===== src/rtl/keypad_scanner.sv =====
// -----------------------------------------------------------------------------
// keypad_scanner
//
// Matrix-scanning front end for the microwave keypad. It drives one row of a
// 4x3 phone-style key matrix low at a time and senses the columns. Bounce and
// multi-key ghosting are rejected. The accepted key is presented as a one-hot
// digit vector plus the active-low start/clear controls.
//
// Key matrix (rows 0..3 by columns 0..2):
//   row 0: 1 2 3
//   row 1: 4 5 6
//   row 2: 7 8 9
//   row 3: * 0 #
// Internal key code = 3*row + col (0..11). Two extra codes mark an empty frame
// (NONE) and a frame with two or more keys down (MULTI).
//
// Parameters
//   SCAN_DIV   clocks each row is driven before its columns are sampled (>= 3)
//   DEBOUNCE   identical consecutive frames needed to accept a new key (>= 1)
//
// Ports
//   clock      system clock, rising edge
//   resetn     asynchronous active-low reset
//   col_n      column sense lines, active-low, asynchronous to clock
//   row_n      row drive, active-low, exactly one row low at a time
//   keypad     one-hot digit; bit d high while digit d is the accepted key
//   startn     low while '#' is the accepted key
//   clearn     low while '*' is the accepted key
//   key_valid  one-clock pulse when a new key becomes accepted
// -----------------------------------------------------------------------------
module keypad_scanner #(
    parameter int SCAN_DIV = 4,
    parameter int DEBOUNCE = 3
) (
    input  logic       clock,
    input  logic       resetn,
    input  logic [2:0] col_n,
    output logic [3:0] row_n,
    output logic [9:0] keypad,
    output logic       startn,
    output logic       clearn,
    output logic       key_valid
);

    localparam int DW = (SCAN_DIV > 1) ? $clog2(SCAN_DIV) : 1;
    localparam int CW = (DEBOUNCE > 1) ? $clog2(DEBOUNCE + 1) : 1;

    localparam logic [DW-1:0] DWELL_LAST = DW'(SCAN_DIV - 1);
    localparam logic [CW-1:0] COUNT_MAX  = CW'(DEBOUNCE);

    localparam logic [3:0] CODE_STAR  = 4'd9;
    localparam logic [3:0] CODE_ZERO  = 4'd10;
    localparam logic [3:0] CODE_HASH  = 4'd11;
    localparam logic [3:0] CODE_NONE  = 4'd12;
    localparam logic [3:0] CODE_MULTI = 4'd13;

    // Synchronizer stores the inverted (active-high) column state so that the
    // cleared value also means "no key down".
    logic [2:0]    col_meta_reg;
    logic [2:0]    col_sync_reg;

    logic [1:0]    row_reg,      row_next;
    logic [DW-1:0] dwell_reg,    dwell_next;
    logic [3:0]    row_n_reg,    row_n_next;
    logic [11:0]   snapshot_reg, snapshot_next;

    logic [3:0]    cand_reg,     cand_next;
    logic [CW-1:0] count_reg,    count_next;
    logic [3:0]    accepted_reg;

    logic [9:0]    keypad_reg;
    logic          startn_reg;
    logic          clearn_reg;
    logic          key_valid_reg;

    logic          dwell_last;
    logic          frame_end;
    logic          frame_multi;
    logic [3:0]    frame_code;
    logic          accept_now;
    logic          cand_is_key;
    logic [9:0]    digit_hit;

    // -------------------------------------------------------------------------
    // Row scan and frame snapshot
    // -------------------------------------------------------------------------
    assign dwell_last = (dwell_reg == DWELL_LAST);
    assign frame_end  = dwell_last && (row_reg == 2'd3);

    always_comb begin
        dwell_next    = dwell_last ? '0 : dwell_reg + DW'(1);
        row_next      = dwell_last ? row_reg + 2'd1 : row_reg;
        row_n_next    = ~(4'b0001 << row_next);
        snapshot_next = snapshot_reg;
        if (dwell_last) begin
            case (row_reg)
                2'd0:    snapshot_next[2:0]  = col_sync_reg;
                2'd1:    snapshot_next[5:3]  = col_sync_reg;
                2'd2:    snapshot_next[8:6]  = col_sync_reg;
                default: snapshot_next[11:9] = col_sync_reg;
            endcase
        end
    end

    // -------------------------------------------------------------------------
    // Frame classification. Classifying snapshot_next lets row 3 take part in
    // the frame-end decision in the same clock that it is captured.
    // -------------------------------------------------------------------------
    assign frame_multi = |(snapshot_next & (snapshot_next - 12'd1));

    always_comb begin
        frame_code = CODE_NONE;
        for (int i = 0; i < 12; i++) begin
            if (snapshot_next[i]) begin
                frame_code = 4'(i);
            end
        end
        if (frame_multi) begin
            frame_code = CODE_MULTI;
        end
    end

    // -------------------------------------------------------------------------
    // Debounce: a code must repeat for DEBOUNCE whole frames before it replaces
    // the accepted key. Acceptance happens on the clock after the deciding
    // frame end, which is also when the decoded outputs update.
    // -------------------------------------------------------------------------
    always_comb begin
        cand_next  = cand_reg;
        count_next = count_reg;
        if (frame_end) begin
            if (frame_code == cand_reg) begin
                if (count_reg < COUNT_MAX) begin
                    count_next = count_reg + CW'(1);
                end
            end else begin
                cand_next  = frame_code;
                count_next = CW'(1);
            end
        end
    end

    assign accept_now  = (count_reg == COUNT_MAX) && (cand_reg != accepted_reg);
    assign cand_is_key = (cand_reg < CODE_NONE);

    // Digit d lives at code d-1 for 1..9 and at the middle of row 3 for 0.
    generate
        for (genvar gi = 0; gi < 10; gi++) begin : g_digit
            localparam logic [3:0] DIGIT_CODE = (gi == 0) ? CODE_ZERO : 4'(gi - 1);
            assign digit_hit[gi] = (cand_reg == DIGIT_CODE);
        end
    endgenerate

    // -------------------------------------------------------------------------
    // State registers
    // -------------------------------------------------------------------------
    always_ff @(posedge clock or negedge resetn) begin
        if (!resetn) begin
            col_meta_reg  <= '0;
            col_sync_reg  <= '0;
            row_reg       <= '0;
            dwell_reg     <= '0;
            row_n_reg     <= 4'b1110;
            snapshot_reg  <= '0;
            cand_reg      <= CODE_NONE;
            count_reg     <= '0;
            accepted_reg  <= CODE_NONE;
            keypad_reg    <= '0;
            startn_reg    <= 1'b1;
            clearn_reg    <= 1'b1;
            key_valid_reg <= 1'b0;
        end else begin
            col_meta_reg  <= ~col_n;
            col_sync_reg  <= col_meta_reg;
            row_reg       <= row_next;
            dwell_reg     <= dwell_next;
            row_n_reg     <= row_n_next;
            snapshot_reg  <= snapshot_next;
            cand_reg      <= cand_next;
            count_reg     <= count_next;
            if (accept_now) begin
                accepted_reg  <= cand_reg;
                keypad_reg    <= digit_hit;
                startn_reg    <= (cand_reg != CODE_HASH);
                clearn_reg    <= (cand_reg != CODE_STAR);
                key_valid_reg <= cand_is_key;
            end else begin
                key_valid_reg <= 1'b0;
            end
        end
    end

    assign row_n     = row_n_reg;
    assign keypad    = keypad_reg;
    assign startn    = startn_reg;
    assign clearn    = clearn_reg;
    assign key_valid = key_valid_reg;

endmodule


===== config.mk =====
export PLATFORM = sky130hd
export DESIGN_NAME = keypad_scanner
export DESIGN_NICKNAME = d
export VERILOG_FILES = /design/src/rtl/keypad_scanner.sv
export SDC_FILE = /design/constraint.sdc
export NUM_CORES = 1
export LEC_CHECK = 0
export ABC_AREA = 1
export BUFFER_PORTS_ARGS = -buffer_cell sky130_fd_sc_hd__buf_2
export CORE_UTILIZATION = 61
export DETAILED_ROUTE_END_ITERATION = 7
export MAX_ROUTING_LAYER = met4
export PLACE_DENSITY_LB_ADDON = 0.25
export SETUP_SLACK_MARGIN = 0.4
export SLEW_MARGIN = 20
export SYNTH_ARGS = -nofsm -noshare
export SYNTH_HDL_FRONTEND = slang
export SYNTH_SLANG_ARGS = --single-unit

===== constraint.sdc =====
create_clock -name clock -period 3.43 [get_ports clock]
set_input_delay 0.686 -clock clock [delete_from_list [all_inputs] [get_ports clock]]
set_output_delay 0.686 -clock clock [all_outputs]
set_load 0.01 [all_outputs]

== Yosys cells after proc, flatten, opt, wreduce, memory -nomap -nowiden ==
Cells that the tools add are included.

* Register bits after elaboration: 49
* Output and inout port bits: 17
* Logic and storage cells: 74

* Add/subtract/negate cells: 4
* $lt $le $gt $ge: 2
* Equal/unequal tests: 19
* Shifts and indexed selects: 1
* Mux-type cells: 23
* Bitwise gates (word level): 4
* Reduce and logical (&&, ||, !) cells: 8

{| class="wikitable"
|+ Operator list
! operator !! count
|-
| 4-bit 2-to-1 mux || 13
|-
| 4-bit by 3-bit equality test with 1-bit output (second input constant) || 4
|-
| 12-bit bitwise AND || 1
|-
| 12-bit 2-to-1 mux || 1
|-
| 3-bit 2-to-1 mux || 4
|-
| 12-bit OR reduction || 1
|-
| 12-bit by 1-bit subtractor with 12-bit output (second input constant) || 1
|-
| 2-bit equality test (second input constant) || 4
|-
| 4-bit by 2-bit equality test with 1-bit output (second input constant) || 2
|-
| 4-bit equality test (second input constant) || 2
|-
| 2-bit 2-to-1 mux || 4
|-
| 4-bit inequality test (second input constant) || 2
|-
| 2-bit by 1-bit adder with 2-bit output (second input constant) || 3
|-
| 4-bit by 1-bit equality test with 1-bit output (second input constant) || 1
|-
| 4-bit equality test || 1
|-
| 4-bit zero test || 1
|-
| 4-bit less-than comparator (second input constant) || 1
|-
| 4-bit inequality test || 1
|-
| 4-bit inverter || 1
|-
| 2-bit AND reduction || 2
|-
| 1-bit by 2-bit left shift with 4-bit output (first input constant) || 1
|-
| 3-bit inverter || 1
|-
| 3-bit OR reduction || 1
|-
| 2-bit by 1-bit equality test with 1-bit output (second input constant) || 1
|-
| other kinds (6) || 7
|}

== Logic depth before layout (Yosys ltp) ==
Gate-level depths: netlist of the first run.

* Word-level depth: 20
* Mapped depth: 20
* Mapped depth without buffers: 20

== Worst setup path after synthesis of the first run ==
OpenSTA, ideal clock, no wires.

* Kind: register to register
* Start: reg row_reg[0]
* End: reg count_reg[1]
* Arrival: 2,066 ps
* Required time: 3,313 ps
* Path slack: 1,247 ps
* Cell stages (with the launch flop): 19
* Path buffers: 0
* Clock period less this slack: 2,183 ps
* Cells stage by stage: dfrtp_1 > inv_1 > ha_1 > nand2_1 > nand2_1 > nand2_2 > nand2_4 > nor2_4 > nand2_1 > nand2_1 > nand3_1 > nor2_1 > nand4_1 > nand2_1 > nor2_2 > nand2_1 > nand2_2 > nand2_1 > nand2_1

* Cells in the longest elaborated chain, start to end: 19
* Elaborated cells between the ends (all ways): 31
* Classes of those cells: add/sub: 1; eq/ne: 5; mux: 19; bitwise: 1; reduce/logical: 5

{| class="wikitable"
|+ Ends and longest elaborated chain
! what !! line !! source
|-
| start: declaration || 62 || <nowiki>logic [1:0] row_reg, row_next;</nowiki>
|-
| start signal: assignment || 175 || <nowiki>row_reg <= row_next;</nowiki>
|-
| 2-bit zero test || 96 || <nowiki>case (row_reg)</nowiki>
|-
| 3-bit 2-to-1 mux || 96 ||
|-
| 12-bit 2-to-1 mux || 95 || <nowiki>if (dwell_last) begin</nowiki>
|-
| 4-bit 2-to-1 mux (12 in a row) || 114 || <nowiki>if (snapshot_next[i]) begin</nowiki>
|-
| 4-bit 2-to-1 mux || 118 || <nowiki>if (frame_multi) begin</nowiki>
|-
| 4-bit equality test || 132 || <nowiki>if (frame_code == cand_reg) begin</nowiki>
|-
| 2-bit by 1-bit inequality test with 1-bit output (no source line) || n/a ||
|-
| 2-bit AND reduction (no source line) || n/a ||
|-
| end signal: assignment || 180 || <nowiki>count_reg <= count_next;</nowiki>
|-
| end: declaration || 68 || <nowiki>logic [CW-1:0] count_reg, count_next;</nowiki>
|}

Several ways; a longest one is shown, not always the timed one.
A chain may end at the register's enable or synchronous reset.

== Worst setup path after layout of the first run ==
Same ends and word-level chain as after synthesis.

==> results of run 1 <==
power by group through the flow:
stage	Clock, W	Combinational (W)	Sequential [W]
floorplan	0	0.0000790	0.000612
global placement	0	0.000107	0.000613
detailed placement	0	0.000108	0.000614
CTS	0.000410	0.000108	0.000603
global route	0.000433	0.000124	0.000605
finish	0.000397	0.000108	0.000603
worst max path at each step:
stage / endpoint / slack (ns) / cells past startpoint
floorplan: count_reg[1] / 1.25 / 18
global placement: count_reg[1] / 0.88 / 18
detailed placement: count_reg[0] / 0.79 / 16
CTS: count_reg[1] / 0.75 / 17
global route: count_reg[1] / 0.53 / 19
finish: count_reg[1] / 0.87 / 18
metal layers:
layer,vias to the layer above,track usage [%],routed length (µm)
met5,-,-,0
met4,0,10.9,67
met3,8,5.65,206
met2,48,36.4,2240
met1,924,34.9,2400
li1,1051,-,-
cell type report:
cell class	count	area, µm²
clock buffer	6	72.6
clock inverter	2	35.0
fill	329	1200
inverter	45	169
multi-input combinational	223	1140
sequential	49	1240
tap	50	62.6
timing repair buffer	21	108
through the flow:
| stage | power (W) | std cells | worst slack (ns) | cell area, µm² |
|---|---|---|---|---|
| after CTS | 0.00112 | 396 | 0.749 | 2820 |
| after floorplan | 0.000691 | 324 | 1.25 | 2580 |
| after global placement | 0.000720 | 388 | 0.880 | 2710 |
| final | 0.00111 | 396 | 0.869 | 2830 |
| after global routing | 0.00116 | 396 | 0.532 | 2830 |
| after detailed placement | 0.000722 | 388 | 0.789 | 2710 |
synth_stat cells (2+ instances only):
| library cell | number | area (µm²) |
|---|---|---|
| inv_1 | 40 | 150 |
| nor2_1 | 24 | 90.1 |
| a31oi_1 | 2 | 12.5 |
| clkbuf_1 | 4 | 15.0 |
| nand2_4 | 2 | 22.5 |
| nand3_1 | 30 | 150 |
| nor2_4 | 4 | 45.0 |
| or2_2 | 2 | 12.5 |
| inv_2 | 3 | 11.3 |
| nor2_2 | 3 | 18.8 |
| nand4_1 | 5 | 31.3 |
| xnor2_1 | 4 | 35.0 |
| ha_1 | 9 | 113 |
| dfstp_2 | 9 | 236 |
| a21oi_1 | 5 | 25.0 |
| clkinv_1 | 2 | 7.51 |
| o21ai_0 | 18 | 90.1 |
| nand2_2 | 11 | 68.8 |
| nand2_1 | 97 | 364 |
| dfrtp_1 | 40 | 1000 |
logic make-up after synthesis:
group,Yosys count,synth area share [%]
adder cells (fa/ha/maj),9,4.36
AO/OA/AOI/OAI,28,5.71
AND/OR/NAND/NOR,179,31.5
flip-flops,49,47.9
XOR/XNOR,5,1.69
multiplexers,2,0.823
buffers and inverters,52,8.04
what timing repair did:
action	in CTS	in global routing
gates resized for setup	0	1
endpoints found under the setup margin	0	1
setup buffers	0	0
==> summary.md, run 1 <==
| Metric | Value |
|---|---|
| Status | complete, no violations |
| Post-DP HPWL | 3610 µm |
| Antenna Cells | 0 |
| DRC violations left | 0 |
| Hold path cells | 0 |
| Hold Slack | 0.363 ns |
| CTS clk-pin slew, worst paths | 0.08 ns |
| Max Cap Viol | 0 |
| # port buffers | 21 |
| Netlist Area Pre-Place | 2580 µm² |
| R2R setup slack | 0.87 ns |
| I/O pin count | 22 |
| FMAX | 0.391 GHz |
| RR Startpoint | row_reg[0] |
| Slowest cell on the critical path | dfrtp_1 |
| Crit path from | row_reg[0] |
| Max incr delay on CP | 0.47 ns |
| WP buf/inv | 1 |
| Vias in the first global route | 1850 |
| Critical Path RT | 3.62 ns |
| Commonest non-fill, non-tap cells in the layout | nand2_1, inv_1, dfrtp_1 |
| Path depth of the worst reg2reg path | 18 |
| Relative slew slack | 53.0% |
| Tightest Hold Check Type | reg2reg |
| Share of cells above drive strength 1 | 19.1% |
| Core area | 4030 µm² |
| Setup violations, final | 0 |
| Commonest non-fill, non-tap cell in the layout | nand2_1 |
| Hold path endpoint | col_sync_reg[1] |
| Share of the yosys chip area belonging to registers | 47.9% |
| Final Max Tran Viols | 0 |
| Clock power share | 35.8% |
| Crit. End Element | flop |
| Die W | 67.1 µm |
| Clk buf depth | 2 |
| Final hold vios | 0 |
| Clock skew | 0.00758 ns |
| Max reg flops | 12 |
| Worst Path Max Fanout | 6 |
| Antenna violations before repair | 0 |
| Total global routing track utilization | 25.6% |
| CTS H-Tree Depth | 2 |
| Worst vdd ir | 0.000252 V |
| GPL Wtd Cong | 0.926 |
| Largest net degree at the start of global routing | 50 |
| CTS root buf | clkbuf_8 |
| ANT nets after route | 0 |
| Vias | 2031 |
| Mean area per synthesized cell | 7.97 µm² |
| Final net count | 359 |
| Syn Inst Count | 324 |
| Die Area | 4500 µm² |
| Net switching power | 0.000266 W |
| Vias per cell | 5.13 |
| Kind of critical path | reg2reg |
| CTS hold repair buffers | 0 |
| Wire length per cell | 12.4 µm |
| Worst-Skew Late Latency | 0.30 ns |
| Core Util, Final | 70.1% |
| Internal power | 0.000842 W |
| Most used cell, CP | nand2_1 |
| GRT Residual Overflow | 0 |
| Post-synth ARST share | 100% |
| Area Growth Syn to Fin | 9.35% |
| Cell Rows | 23 |
| Final Cycle Share | 74.7% |
| Hold Crit Start | col_meta_reg[1] |
| DRT Wirelength | 4910 µm |
| RSZ-0062 raised after global routing | no |
| CTS sink cnt | 49 |
| Kind of cell adding the most delay to the critical path | simple AND/OR/NAND/NOR gates |
| Number of flops mapped to enable cells by yosys | 0 |
| Cell chain of the critical path | inv_1 -> ha_1 -> nand2_1 -> nand2_1 -> nand2_2 -> nand2_4 -> nor2_2 -> nand2_1 -> nand2_1 -> nand3_1 -> nor2_1 -> nand4_1 -> nand2_1 -> nor2_1 -> nand2_1 -> nand2_2 -> nand2_1 -> nand2_1 |
| CTS buffer count | 5 |
| Die Y-Extent | 67.1 µm |
| Crit path time final | 2.56 ns |
| Top_reg_cell synth | dfrtp_1 |
| Pre-antenna DRT Iters | 4 |
| Crit path DAT | 2.75 ns |
| Synth Register Bits | 49 |
| Yosys warnings | 0 |
| Distinct cell type count after synthesis | 30 |
| Net Sw Frac | 24.0% |
| Worst reg2reg endpoint | count_reg[1] |
| Leak | 1.48 nW |
| Synthesized Nets | 338 |
| CTS tree | yes |
| First-pass GRT wire length | 8250 µm |
| Critical Path Start Type | flop |
| PD cells | 392 nW/µm² |
| Worst-Margin Slew | 0.703 ns |
| Iteration-0 DRC Markers | 110 |
| Combinational power share | 9.8% |
| Flop pwr share | 54.4% |
| Initial Utilization | 64.1% |
| Final setup TNS | 0 ns |
(Power assumes the default switching activity.)
==> run 2, diff against run 1 <==
- ABC_AREA: 1 -> 0
- CORE_UTILIZATION: 61 -> 59
- clock period: 3.43 -> 2.4 ns (I/O delays scaled with it)
==> summary.md, run 2 <==
| Metric | Value |
|---|---|
| Cell Rows | 23 |
| Cell chain of the critical path | buf_4 -> ha_1 -> nand2_4 -> mux2i_1 -> inv_1 -> o41a_1 -> a211oi_4 -> a21boi_2 -> o22ai_2 -> nand3_2 -> mux2_4 |
| Synthesized Nets | 244 |
| Wire length per cell | 16.9 µm |
| Slowest cell on the critical path | dfrtp_2 |
| Worst-Margin Slew | 0.555 ns |
| Crit path time final | 3.02 ns |
| CTS hold repair buffers | 0 |
| Final Cycle Share | 126% |
| Synth Register Bits | 49 |
| Top-area cell type share of the netlist area | 39.9% |
| Clock skew | 0.00999 ns |
| Post-synth ARST share | 100% |
| Final hold vios | 0 |
| CTS buffer count | 5 |
| GRT Residual Overflow | 0 |
| Worst Path Max Fanout | 6 |
| Die W | 67.2 µm |
| Hold Slack | 0.158 ns |
| Top_reg_cell synth | dfrtp_1 |
| Vias in the first global route | 1928 |
| Total global routing track utilization | 29.8% |
| Worst Setup EP | cand_reg[3] |
| Critical Path Start Type | flop |
| Synth top area cells | dfrtp_1, dfstp_2, nand2_1, ha_1, mux2i_1 |
| Antenna violations before repair | 0 |
| Critical Path RT | 2.64 ns |
| Syn Inst Count | 230 |
| Yosys warnings | 0 |
| CTS H-Tree Depth | 2 |
| Pre-antenna DRT Iters | 5 |
| Most frequent cells after synthesis | dfrtp_1, nand2_1, inv_1, nor2_1 |
| CTS root buf | clkbuf_8 |
| DRC violations left | 0 |
| Crit path depth | 11 |
| Failing checks | negative setup slack |
| Status | complete, but fails checks |
| Core Util, Final | 80.2% |
| Commonest non-fill, non-tap cell in the layout | buf_4 |
| PD cells | 496 nW/µm² |
| Crit path from | row_reg[0] |
| Antenna Cells | 0 |
| Vias per cell | 5.78 |
| First-pass GRT wire length | 9400 µm |
| Die Area | 4520 µm² |
| CTS sink cnt | 49 |
| Largest area contributor in the netlist | dfrtp_1 |
| # port buffers | 21 |
| Worst reg2reg endpoint | cand_reg[3] |
| RR Startpoint | row_reg[0] |
| FMAX | 0.331 GHz |
| Flop pwr share | 53.1% |
| Max incr delay on CP | 0.47 ns |
| Share of cells above drive strength 1 | 44.6% |
| Crit. End Element | flop |
| Largest net degree at the start of global routing | 26 |
| Net Sw Frac | 22.4% |
| Placed instance area | 3000 µm² |
| Final net count | 307 |
| DRT Wirelength | 5810 µm |
| Iteration-0 DRC Markers | 100 |
| Post-DP HPWL | 4070 µm |
| Path depth of the worst reg2reg path | 11 |
| Net switching power | 0.000362 W |
| Final Max Tran Viols | 0 |
| Distinct cell type count after synthesis | 58 |
| Finished Cell Area | 3260 µm² |
| Clock power share | 37.7% |
| Crit path DAT | 3.26 ns |
| Internal power | 0.00125 W |
| Kind of critical path | reg2reg |
| Vias | 1990 |
| Tightest Hold Check Type | in2async |
| Share of the yosys chip area belonging to registers | 49.3% |
| GPL Wtd Cong | 0.877 |
| ANT nets after route | 0 |
| Relative slew slack | 63.0% |
| Leak | 1.53 nW |
| Worst-Skew Late Latency | 0.31 ns |
| Commonest non-fill, non-tap cells in the layout | buf_4, dfrtp_1, nand2_1 |
| Combinational power share | 9.3% |
| Clk buf depth | 2 |
| Setup WS post-layout | -0.619 ns |
| Die Y-Extent | 67.2 µm |
| Most frequent cell after synthesis | dfrtp_1 |
| Mean area per synthesized cell | 10.9 µm² |
| Kind of cell adding the most delay to the critical path | compound AO/OA/AOI/OAI gates |
| Area Growth Syn to Fin | 29.6% |
| CTS tree | yes |
| Netlist Area Pre-Place | 2510 µm² |
| Worst vdd ir | 0.000371 V |
| Max Cap Viol | 0 |
| Max reg flops | 12 |
| CTS clk-pin slew, worst paths | 0.09 ns |
| Setup violations, final | 6 |
| Core area | 4060 µm² |
| R2R setup slack | -0.62 ns |
| Initial Utilization | 61.9% |
| RSZ-0062 raised after global routing | yes |
| I/O pin count | 22 |
| Number of flops mapped to enable cells by yosys | 0 |
| WP buf/inv | 2 |
-- run 2: layer usage --
metal | share of wire (%) | track usage, %
met3 | 6.1 | 7.09
met4 | 2.0 | 9.31
met5 | 0 | -
met2 | 48 | 46.1
met1 | 44 | 38.5
-- run 2: per-stage QoR --
stage	setup WS [ns]	TNS, ns	instances	power [W]
after global routing	-0.712	-2.95	344	0.00169
after CTS	-0.564	-2.01	342	0.00162
after floorplan	-0.465	-1.27	230	0.000933
after global placement	-0.587	-2.14	332	0.00100
after detailed placement	-0.737	-2.94	332	0.00101
final	-0.619	-2.36	344	0.00162
-- run 2: how the worst min path moves through the flow --
stage                 endpoint  depth (start not counted)
2_1_floorplan  accepted_reg[0]                          0
3_3_place_gp   col_sync_reg[2]                          0
4_1_cts        snapshot_reg[1]                          1
3_5_place_dp   col_sync_reg[0]                          0
6_report       snapshot_reg[1]                          1
5_1_grt        snapshot_reg[1]                          1
-- run 2: final cells by class --
type                       instances  area, µm²
clock inverter                     1       30.0
sequential                        49       1240
timing repair buffer              65        455
multi-input combinational        156       1320
fill                             233        802
inverter                          16       62.6
clock buffer                       7       86.3
tap                               50       62.6
-- run 2: kinds of logic (layout without fill, tap and decap cells) --
group	after synthesis	count (layout)	synth area share, %
buffers and inverters	25	89	4.09
AND/OR/NAND/NOR	74	74	16.2
XOR/XNOR	5	5	1.74
flip-flops	49	49	49.3
adder cells (fa/ha/maj)	10	10	4.88
AO/OA/AOI/OAI	53	53	17.7
multiplexers	14	14	6.08
-- run 2: timing repair --
item,4_1_cts,5_1_grt
cloned,0,0
endpoints found under the setup margin,6,6
setup buffers,2,2
pin swaps,5,3
resized for setup,19,9
-- run 2: power by group through the flow --
stage          clock (W)  sequential, W  combinational (W)
2_1_floorplan          0       0.000870          0.0000631
3_3_place_gp           0       0.000871           0.000132
3_5_place_dp           0       0.000872           0.000137
4_1_cts         0.000621       0.000857           0.000145
5_1_grt         0.000664       0.000859           0.000163
6_report        0.000609       0.000857           0.000150
